==> config.mk <==
export PLATFORM = sky130hd
export DESIGN_NAME = rr_grant_seq4
export DESIGN_NICKNAME = d
export VERILOG_FILES = /design/src/rtl/arb_pkg.sv /design/src/rtl/rr_pick4.sv /design/src/rtl/rr_grant_seq4.sv
export SDC_FILE = /design/constraint.sdc
export NUM_CORES = 1
export LEC_CHECK = 0
export ABC_AREA = 0
export CELL_PAD_IN_SITES_DETAIL_PLACEMENT = 1
export CELL_PAD_IN_SITES_GLOBAL_PLACEMENT = 1
export CORE_MARGIN = 2
export CORE_UTILIZATION = 49
export CTS_CLUSTER_SIZE = 16
export DETAILED_ROUTE_END_ITERATION = 10
export DONT_BUFFER_PORTS = 1
export GPL_TIMING_DRIVEN = 0
export PLACE_DENSITY_LB_ADDON = 0.1
export SKIP_CTS_REPAIR_TIMING = 1
export SLEW_MARGIN = 20
export SYNTH_ARGS = -nofsm -noshare
export SYNTH_HDL_FRONTEND = slang
export SYNTH_SLANG_ARGS = --single-unit
==> constraint.sdc <==
create_clock -name clk -period 3.9 [get_ports clk]
set_input_delay 0.39 -clock clk [delete_from_list [all_inputs] [get_ports clk]]
set_output_delay 0.39 -clock clk [all_outputs]
set_load 0.01 [all_outputs]
==> src/rtl/arb_pkg.sv <==
// Shared constants for the round-robin grant sequencer and the downstream 2-to-4 decoder.
package arb_pkg;
   localparam int NUM_REQ      = 4;
   localparam int IDX_W        = 2;
   localparam int HOLD_MAX_DEF = 15;

   typedef enum logic {
      ST_IDLE  = 1'b0,
      ST_GRANT = 1'b1
   } arb_state_e;
endpackage

==> src/rtl/rr_pick4.sv <==
// Combinational rotating-priority picker: first set request after last_ptr, wrapping modulo 4.
module rr_pick4
   import arb_pkg::*;
(
   input  logic [NUM_REQ-1:0] req,
   input  logic [IDX_W-1:0]   last_ptr,
   output logic               any,
   output logic [IDX_W-1:0]   idx
);

   logic [IDX_W-1:0] cand;

   // Scan from farthest to nearest so the nearest requester after last_ptr wins.
   always_comb begin
      any  = |req;
      idx  = last_ptr;
      cand = last_ptr;
      for (int k = NUM_REQ; k >= 1; k--) begin
         cand = last_ptr + IDX_W'(k);
         if (req[cand]) idx = cand;
      end
   end

endmodule

==> src/rtl/rr_grant_seq4.sv <==
// Round-robin grant sequencer with hold-until-release and a one-cycle gap between grants.
// Optional forced release after HOLD_MAX cycles is enabled by defining ARB_TIMEOUT_EN.
module rr_grant_seq4
   import arb_pkg::*;
#(
   parameter int HOLD_MAX = HOLD_MAX_DEF,
   parameter int CNT_W    = 8
)(
   input  logic               clk,
   input  logic               rst_n,
   input  logic [NUM_REQ-1:0] req,
   input  logic               done,
   output logic [IDX_W-1:0]   grant_idx,
   output logic               grant_en,
   output logic [CNT_W-1:0]   grant_count,
   output logic               timeout
);

   arb_state_e       state_q;
   logic [IDX_W-1:0] idx_q;
   logic [IDX_W-1:0] last_q;
   logic             en_q;
   logic [CNT_W-1:0] cnt_q;
   logic             pick_any;
   logic [IDX_W-1:0] pick_idx;
   logic             release_d;

   rr_pick4 u_pick (
      .req      (req),
      .last_ptr (last_q),
      .any      (pick_any),
      .idx      (pick_idx)
   );

   assign release_d = done | ~req[idx_q];

`ifdef ARB_TIMEOUT_EN
   logic [7:0] hold_q;
   logic       tmo_q;
   logic       force_d;

   // hold_q counts completed GRANT cycles; the HOLD_MAX-th one forces release.
   assign force_d = (hold_q == 8'(HOLD_MAX - 1));

   always_ff @(posedge clk or negedge rst_n) begin
      if (!rst_n) begin
         state_q <= ST_IDLE;
         idx_q   <= '0;
         last_q  <= IDX_W'(NUM_REQ - 1);
         en_q    <= 1'b0;
         cnt_q   <= '0;
         hold_q  <= '0;
         tmo_q   <= 1'b0;
      end else begin
         tmo_q <= 1'b0;
         case (state_q)
            ST_IDLE: begin
               if (pick_any) begin
                  state_q <= ST_GRANT;
                  en_q    <= 1'b1;
                  idx_q   <= pick_idx;
                  cnt_q   <= cnt_q + 1'b1;
                  hold_q  <= '0;
               end
            end
            ST_GRANT: begin
               if (release_d || force_d) begin
                  state_q <= ST_IDLE;
                  en_q    <= 1'b0;
                  last_q  <= idx_q;
                  tmo_q   <= ~release_d;
               end else begin
                  hold_q  <= hold_q + 1'b1;
               end
            end
            default: state_q <= ST_IDLE;
         endcase
      end
   end

   assign timeout = tmo_q;
`else
   always_ff @(posedge clk or negedge rst_n) begin
      if (!rst_n) begin
         state_q <= ST_IDLE;
         idx_q   <= '0;
         last_q  <= IDX_W'(NUM_REQ - 1);
         en_q    <= 1'b0;
         cnt_q   <= '0;
      end else begin
         case (state_q)
            ST_IDLE: begin
               if (pick_any) begin
                  state_q <= ST_GRANT;
                  en_q    <= 1'b1;
                  idx_q   <= pick_idx;
                  cnt_q   <= cnt_q + 1'b1;
               end
            end
            ST_GRANT: begin
               if (release_d) begin
                  state_q <= ST_IDLE;
                  en_q    <= 1'b0;
                  last_q  <= idx_q;
               end
            end
            default: state_q <= ST_IDLE;
         endcase
      end
   end

   assign timeout = 1'b0;
`endif

   assign grant_idx   = idx_q;
   assign grant_en    = en_q;
   assign grant_count = cnt_q;

endmodule
==> results of run 1 <==
## synth_stat cells (2+ instances only)
cell type  number
mux2_2          3
a21oi_1         3
dfstp_2         2
nand2_1         2
nand2b_1        3
dfrtp_1        12
xor2_1          2
o21ai_0         5
mux2i_1         2
nor2b_1         2
xnor2_1         5
nor2_1          4
nand3_1         3
nand4_1         2
## area by class of cell
cell class,count,area [um^2]
Buffer,2,12.5
Clock buffer,4,36.3
Fill cell,148,554
Inverter,1,3.75
Multi-Input combinational cell,48,362
Sequential cell,14,353
Tap cell,15,18.8
Timing Repair Buffer,1,10.0
## how the worst min path moves through the flow
stage / slack [ns] / end / cells past startpoint / startpoint
after global placement: 0.09 / grant_count[7] / 0 / rst_n
after CTS: -0.23 / grant_count[4] / 0 / rst_n
final: 0.28 / state_q / 2 / req[1]
after floorplan: 0.09 / grant_count[0] / 0 / rst_n
after global routing: 0.29 / state_q / 2 / req[1]
after detailed placement: 0.09 / state_q / 0 / rst_n
## metrics by stage
step | utilization, % | area [um^2] | setup slack, ns | total power, mW | std cells
after global routing | 58.9 | 796 | 2.33 | 0.710 | 85
final | 58.9 | 796 | 2.41 | 0.649 | 85
after floorplan | - | 731 | 2.51 | 0.492 | 65
after detailed placement | 55.5 | 749 | 2.41 | 0.546 | 80
after CTS | 58.2 | 786 | 2.39 | 0.656 | 84
after global placement | 55.5 | 749 | 2.40 | 0.535 | 80
## flip-flops by register name, summed over array words and instances (netlist names)
name,flops
grant_count,8
last_q,2
state_q,1
grant_idx,2
grant_en,1
## routing by layer
layer,up-vias,GRT usage (%),share of wire (%)
met5,-,0,0
met3,5,9.91,6.2
li1,236,-,-
met1,242,26.2,44
met2,11,27.1,47
met4,0,7.50,1.9
## worst max-delay path, stage by stage, from the launching register on
cell and delay [ns]:
dfrtp_1 0.49, mux2_2 0.39, a2bb2oi_2 0.15, nand2_2 0.09
mux2_4 0.30
## power by group through the flow
stage / Clock (mW) / Combinational [mW] / Sequential (mW)
final: 0.105 / 0.219 / 0.325
after global routing: 0.117 / 0.253 / 0.341
after CTS: 0.110 / 0.220 / 0.327
after detailed placement: 0 / 0.217 / 0.329
after global placement: 0 / 0.208 / 0.327
after floorplan: 0 / 0.187 / 0.305
## cells by family after synthesis
group                      after synthesis  share of synthesized area (%)
xor gates and xnor gates                 7                           8.39
buffers and inverters                    3                           2.23
AOI/OAI and AO/OA                       12                           10.8
DFF                                     14                           48.3
muxes                                    6                           9.42
and+or+nand+nor                         21                           18.7
adders and majority gates                1                           1.71
other                                    1                          0.513
==> results.md, run 1 <==
- Vias in the first global route: 522
- Worst Setup End Kind: register
- Synthesized flop and latch total: 14
- Starting density of the core: 54.1%
- Die footprint: about 0.0018 mm^2
- N_diodes: 0
- Most frequent cells in the layout: dfrtp_1, o21ai_0, xnor2_1, nor2_1
- Pwr Density: between 800 and 900 mW/mm^2
- Crit path required time: 4.12 ns
- Sequential area share after synthesis: 48.3%
- Crit Reg-Reg Endpoint: last_q[1]
- Slew Limit Fails: 0
- Yosys warnings: 0
- Drt via density: approximately 5.8
- Switch Pwr: around 0.25 mW
- FFs w/ async S/R, synth: 100%
- Switching share of total power: about two fifths
- IO buf count: 0
- Area growth, synth to finish: 8.90%
- CTS tree: built
- CTS Sinks: 14
- Largest cells by area after synthesis: dfrtp_1, dfstp_2, xnor2_1, mux2_2, o21ai_0
- Synth cell types: 29
- 1st-pass router iterations: 3
- Clock root cell: clkbuf_4
- Nets: 79
- P_leak: 0.334 nW
- Most common cell after layout, fill and taps aside: dfrtp_1
- Setup CP Type: reg -> reg
- Combinational Power Share: 33.8%
- Seq pwr share: 50.1%
- Minimum clock period: 1.49 ns
- Worst setup SP type: register
- Row cnt: 13
- Arrival time of the worst setup path: between 1.5 and 2 ns
- Reg clk slew, reported paths: 0.09 ns
- Max cap viols: 0
- Outcome: finished clean
- Actual slew at the worst max-slew pin: 0.623 ns
- GP Congestion: 0.711
- Highest clock rate: between 600 and 700 MHz
- Mapped Cells: 65
- Tcrit/Tclk final: 38.3%
- Largest net degree at the start of global routing: 15
- # IOs: 19
- Initial antenna violation count: 0
- Cell count of the worst reg-to-reg path: 4
- # setup viols final: 0
- Total track usage: roughly 20%
- Synth Cell Area: 731 um^2
- Clock insertion delay at the later pin of the skew report: 0.29 ns
- DRC viols: 0
- Detailed Route WL: roughly 1400 um
- Top-area cell type share of the netlist area: 41.1%
- Max_slew headroom: slightly below 60%
- Clk network pwr share: approximately 16%
- Setup Skew: between 0.008 and 0.009 ns
- Pint: 0.396 mW
- Hold_ws: 0.284 ns
- Area leader, netlist: dfrtp_1
- Core ar.: 0.00135 mm^2
- Post-Syn Nets: 73
- Worst VDD drop: 0.424 mV
- Final hold violations: 0
- Post-detail-place hpwl: 1050 um
- Num CTS Buffers: 3
- Worst Path Max Fanout: 5
- Overflow after GRT: 0
- Htree depth: 1
- Antenna-violating nets left: 0
- Share of cells above drive strength 1: between 20% and 30%
- Worst setup path endpoint: last_q[1]
- Top FF cell, synth: dfrtp_1
- Hold Path Class: in -> reg
- First-pass GRT wire length: 2540 um
- Iter 0 DRT Violations: 3
- FF-to-FF setup slack: 2.41 ns
- Number of enable flip-flop cells after synthesis: 0
- Bufs on Longest Clock Path: 2
- Synthesized area per cell: 11.2 um^2
- Vias: 494
- Reg2reg start: grant_idx[1]
- Fin Setup TNS: 0 ns
- DR WL/cell: between 15 and 20 um
- RSZ-0062 raised after global routing: no
- CP Launch Point: grant_idx[1]
- DIE WIDTH: between 40 and 50 um
- Die height: about 43 um
Power figures use the tool's default switching activity.
==> inputs of run 2 (changes only) <==
- CORE_UTILIZATION: 49 -> 41
- clock period: 3.9 -> 1.2 ns (I/O delays scaled with it)
==> results.md, run 2 (same netlist as run 1, synthesis figures left out) <==
- Outcome: finished, violations left
- Failing checks: negative setup slack
- Reg clk slew, reported paths: 0.09 ns (about the same)
- Core ar.: 0.00171 mm^2 (+27%)
- FF-to-FF setup slack: -0.21 ns (-2.61 ns)
- Tcrit/Tclk final: 117% (+79 points)
- Crit path max-delay cell type: dfrtp_2
- Most common cell after layout, fill and taps aside: dfrtp_1
- Setup WS post-layout: -0.209 ns (-2.61 ns)
- Highest clock rate: 710 MHz (+6.1%)
- Reg2reg start: grant_idx[1]
- Row cnt: 15 (+2)
- # setup viols final: 3 (+3)
- Share of cells above drive strength 1: 38.0% (+14 points)
- Slew Limit Fails: 0 (unchanged)
- Detailed Route WL: 1420 um (+0.64%)
- Starting density of the core: 42.8% (-11 points)
- Die footprint: 0.00214 mm^2 (+18%)
- Nets: 80 (+1.3%)
- Num CTS Buffers: 3 (unchanged)
- Post-detail-place hpwl: 1050 um (+0.47%)
- Placed cell areas: 768 um^2 (+2.5%)
- Most frequent CP cell: mux2_4
- Worst Path Buf+Inv: 0 (unchanged)
- Max reg flops: 8 (unchanged)
- Bufs on Longest Clock Path: 2 (unchanged)
- Worst Path Max Fanout: 5 (unchanged)
- Worst-path cell chain: mux2_4 -> a2bb2oi_4 -> nand2_2 -> mux2_4
- CP Launch Point: grant_idx[1]
- P_leak: 0.354 nW (+5.9%)
- Htree depth: 1 (unchanged)
- Fin Setup TNS: -0.356 ns (-0.356 ns)
- Pre-CTS worst setup slack: -0.236 ns (-2.65 ns)
- CTS Sinks: 14 (unchanged)
- Worst Setup End Kind: register
- Vias in the first global route: 500 (-4.2%)
- Total track usage: 15.7% (-4.0 points)
- Arrival time of the worst setup path: 1.62 ns (-0.09 ns)
- Worst VDD drop: 1.20 mV (+180%)
- 1st-pass router iterations: 2 (-1)
- Die height: 46.2 um (+8.4%)
- Area growth, synth to finish: 18.8%
- First-pass GRT wire length: 2320 um (-8.7%)
- GP Congestion: 0.671 (-5.7%)
- Largest net degree at the start of global routing: 15 (unchanged)
- Fillers: 185 (+25%)
- FF/Latch Area: 358 um^2 (+1.4%)
- IO buf count: 0 (unchanged)
- Fin util: 50.8% (-8.1 points)
- Initial antenna violation count: 0 (unchanged)
- Iter 0 DRT Violations: 2 (-1)
- Actual slew at the worst max-slew pin: 0.605 ns (-0.0185 ns)
- Clock insertion delay at the later pin of the skew report: 0.28 ns (about the same)
- Drt via density: 5.11 (-12%)
- Cell count of the worst reg-to-reg path: 4 (unchanged)
- Vias: 491 (-0.61%)
- Hold_ws: 0.0219 ns (-0.262 ns)
- Worst setup path endpoint: last_q[1]
- CTS tree: built
- DRC viols: 0 (unchanged)
- Pwr Density: 2640 mW/mm^2 (+220%)
- Hold Path Class: in -> reg
- RSZ-0062 raised after global routing: yes
- Most frequent cells in the layout: dfrtp_1, xnor2_1, dfrtp_2
- Final hold violations: 0 (unchanged)
- Worst path depth: 4 (unchanged)
- Setup CP Type: reg -> reg
- CP top delay family: multiplexers
- Worst setup SP type: register
- Antenna-violating nets left: 0 (unchanged)
- N_diodes: 0 (unchanged)
- Design area: 868 um^2 (+9.1%)
- Max cap viols: 0 (unchanged)
- DR WL/cell: 14.8 um (-11%)
- Max_slew headroom: 59.5% (+1.2 points)
- Crit Reg-Reg Endpoint: last_q[1]
- DIE WIDTH: 46.2 um (+8.4%)
- Multi-input gate area: 407 um^2 (+12%)
- # IOs: 19 (unchanged)
- Crit path required time: 1.41 ns (-2.71 ns)
- Overflow after GRT: 0 (unchanged)
- Minimum clock period: 1.41 ns (-0.0858 ns)
- Crit path largest cell delay: 0.49 ns (about the same)
- Clock root cell: clkbuf_4
- Setup Skew: 0.00667 ns (-0.00199 ns)
run 2: changes by cell type in the layout (fill, tap and decap cells not counted), sizes merged:
cell / previous run / this run
buf: 1 / 3
clkbuf: 5 / 4
run 2: power by group:
group          switching [mW]  total [mW]  internal [mW]
logic                   0.320       0.827          0.507
registers               0.398        1.13          0.735
clock network           0.151       0.336          0.184
run 2: cell type report:
class | instances | area share [%]
Buffer | 1 | 0.865
Clock buffer | 4 | 4.18
Inverter | 1 | 0.432
Multi-Input combinational cell | 48 | 46.8
Sequential cell | 14 | 41.2
Tap cell | 25 | 3.60
Timing Repair Buffer | 3 | 2.88
run 2: stage by stage:
stage | std cells | total power [mW]
after CTS | 94 | 2.14
after floorplan | 65 | 1.62
after global placement | 90 | 1.76
after global routing | 96 | 2.49
final | 96 | 2.30
after detailed placement | 90 | 1.80
run 2: routing by layer:
layer | part of all wire [%] | wire length, um | vias to the layer above | track usage, %
met5 | 0 | 0 | - | 0
met4 | 0 | 0 | 0 | 3.43
met3 | 4.4 | 63 | 0 | 6.27
met2 | 48 | 681 | 12 | 23.1
met1 | 47 | 674 | 242 | 21.6
li1 | - | - | 237 | -
run 2: worst min path at each step:
stage | startpoint | endpoint | slack, ns | cells after the start
6_report | req[1] | state_q | 0.02 | 2
2_1_floorplan | rst_n | grant_count[0] | -0.18 | 0
3_3_place_gp | rst_n | grant_count[7] | -0.18 | 0
5_1_grt | req[1] | state_q | 0.02 | 2
3_5_place_dp | rst_n | grant_count[7] | -0.18 | 0
4_1_cts | rst_n | grant_count[7] | -0.49 | 0
==> inputs of run 3 (changes only) <==
- PLACE_DENSITY_LB_ADDON: 0.1 -> 0.05
==> results.md, run 3 (same netlist as run 1, synthesis figures left out) <==
- Outcome: finished, violations left
- Failing checks: negative setup slack
- Fillers: 188 (+1.6%)
- Htree depth: 1 (unchanged)
- Worst VDD drop: 1.20 mV (-0.60%)
- Total track usage: 15.9% (+0.16 points)
- RSZ-0062 raised after global routing: yes
- Setup WS post-layout: -0.198 ns (+0.0107 ns)
- Setup Skew: 0.0134 ns (+0.00674 ns)
- FF-to-FF setup slack: -0.20 ns (about the same)
- P_leak: 0.385 nW (+8.8%)
- Worst Setup End Kind: register
- 1st-pass router iterations: 1 (-1)
- Setup CP Type: reg -> reg
- Detailed Route WL: 1580 um (+11%)
- Largest net degree at the start of global routing: 15 (unchanged)
- Worst Path Max Fanout: 5 (unchanged)
- Max_slew headroom: 58.4% (-1.1 points)
- GP Congestion: 0.692 (+3.2%)
- Reg2reg start: grant_idx[1]
- CTS Sinks: 14 (unchanged)
- Row cnt: 15 (unchanged)
- Hold Path Class: in -> reg
- Pwr Density: 2680 mW/mm^2 (+1.3%)
- Crit path required time: 1.41 ns (about the same)
- Bufs on Longest Clock Path: 2 (unchanged)
- Post-detail-place hpwl: 1060 um (+1.0%)
- Crit Reg-Reg Endpoint: last_q[1]
- Cell count of the worst reg-to-reg path: 4 (unchanged)
- Total Power: 2.50 mW (+8.8%)
- Drt via density: 5.19 (+1.4%)
- Max cap viols: 0 (unchanged)
- Clock insertion delay at the later pin of the skew report: 0.29 ns (about the same)
- DR WL/cell: 15.5 um (+4.9%)
- Hold_ws: 0.0269 ns (+0.00502 ns)
- Core ar.: 0.00171 mm^2 (unchanged)
- N_diodes: 0 (unchanged)
- Die footprint: 0.00214 mm^2 (unchanged)
- Most frequent cells in the layout: buf_4, dfrtp_2, dfrtp_1, xnor2_1
- Area growth, synth to finish: 27.7%
- Slew Limit Fails: 0 (unchanged)
- Max reg flops: 8 (unchanged)
- Crit path max-delay cell type: dfrtp_2
- IO buf count: 0 (unchanged)
- Overflow after GRT: 0 (unchanged)
- Initial antenna violation count: 0 (unchanged)
- Arrival time of the worst setup path: 1.61 ns (about the same)
- Worst setup SP type: register
- Most common cell after layout, fill and taps aside: buf_4
- Reg clk slew, reported paths: 0.09 ns (about the same)
- Final hold violations: 0 (unchanged)
- Tcrit/Tclk final: 116% (-0.89 points)
- First-pass GRT wire length: 2340 um (+0.91%)
- Share of cells above drive strength 1: 50.6% (+13 points)
- Fin util: 54.7% (+3.8 points)
- Starting density of the core: 42.8% (unchanged)
- # IOs: 19 (unchanged)
- Worst-path cell chain: mux2i_2 -> a2bb2oi_4 -> nand2_2 -> mux2_4
- Num CTS Buffers: 3 (unchanged)
- Iter 0 DRT Violations: 0 (-2)
- Nets: 86 (+7.5%)
- Minimum clock period: 1.40 ns (-0.0107 ns)
- Crit path largest cell delay: 0.45 ns (-0.04 ns)
- Clock root cell: clkbuf_4
- Beginning of the worst hold path: req[1]
- Actual slew at the worst max-slew pin: 0.621 ns (+0.0165 ns)
- DRC viols: 0 (unchanged)
- CTS tree: built
- Hold Path Depth: 2 (unchanged)
- Die height: 46.2 um (unchanged)
- DIE WIDTH: 46.2 um (unchanged)
- Hold Path Sink: state_q
- Highest clock rate: 715 MHz (+0.77%)
- Antenna-violating nets left: 0 (unchanged)
- # setup viols final: 3 (unchanged)
- Vias: 529 (+7.7%)
- Vias in the first global route: 521 (+4.2%)
[run 3: cell type report]
class / instances / area (um^2) / share of cell area [%]
clock buffer: 4 / 36.3 / 3.89
multi-input combinational: 48 / 423 / 45.3
buffer: 1 / 7.51 / 0.804
inverter: 1 / 3.75 / 0.402
tap: 25 / 31.3 / 3.35
timing repair buffer: 9 / 70.1 / 7.51
sequential: 14 / 362 / 38.7
[run 3: power breakdown]
part	total, mW	internal [mW]	switching [mW]
registers	1.14	0.745	0.391
logic	1.02	0.629	0.389
clock network	0.344	0.185	0.159
total	2.50	1.56	0.940
[run 3: routing by layer]
layer  vias to the layer above  GRT usage [%]  part of all wire [%]
met1                       264           20.9                    42
met5                         -              0                     0
met2                        13           24.2                    52
met4                         0           3.43                  0.88
li1                        249              -                     -
met3                         3           6.67                   4.6
[run 3: worst max path at each step]
stage / to / slack, ns / start
after floorplan: last_q[1] / -0.14 / grant_idx[1]
after CTS: last_q[1] / -0.22 / grant_idx[1]
after global placement: last_q[1] / -0.23 / grant_idx[1]
final: last_q[1] / -0.20 / grant_idx[1]
after detailed placement: last_q[1] / -0.21 / grant_idx[1]
after global routing: last_q[1] / -0.25 / grant_idx[1]
[run 3: through the flow]
stage               instance area, um^2  worst slack, ns  setup TNS [ns]  cells
floorplan                           737           -0.144          -0.144     65
global placement                    768           -0.225          -0.485     90
detailed placement                  768           -0.211          -0.594     90
CTS                                 805           -0.224          -0.727     94
global route                        933           -0.251          -0.678    102
finish                              933           -0.198          -0.379    102
[run 3: critical path, delay by kind of cell (launching register included)]
kind	cells	cell delay, ns
compound gates	1	0.19
flops	1	0.45
mux	2	0.60
simple gates	1	0.08
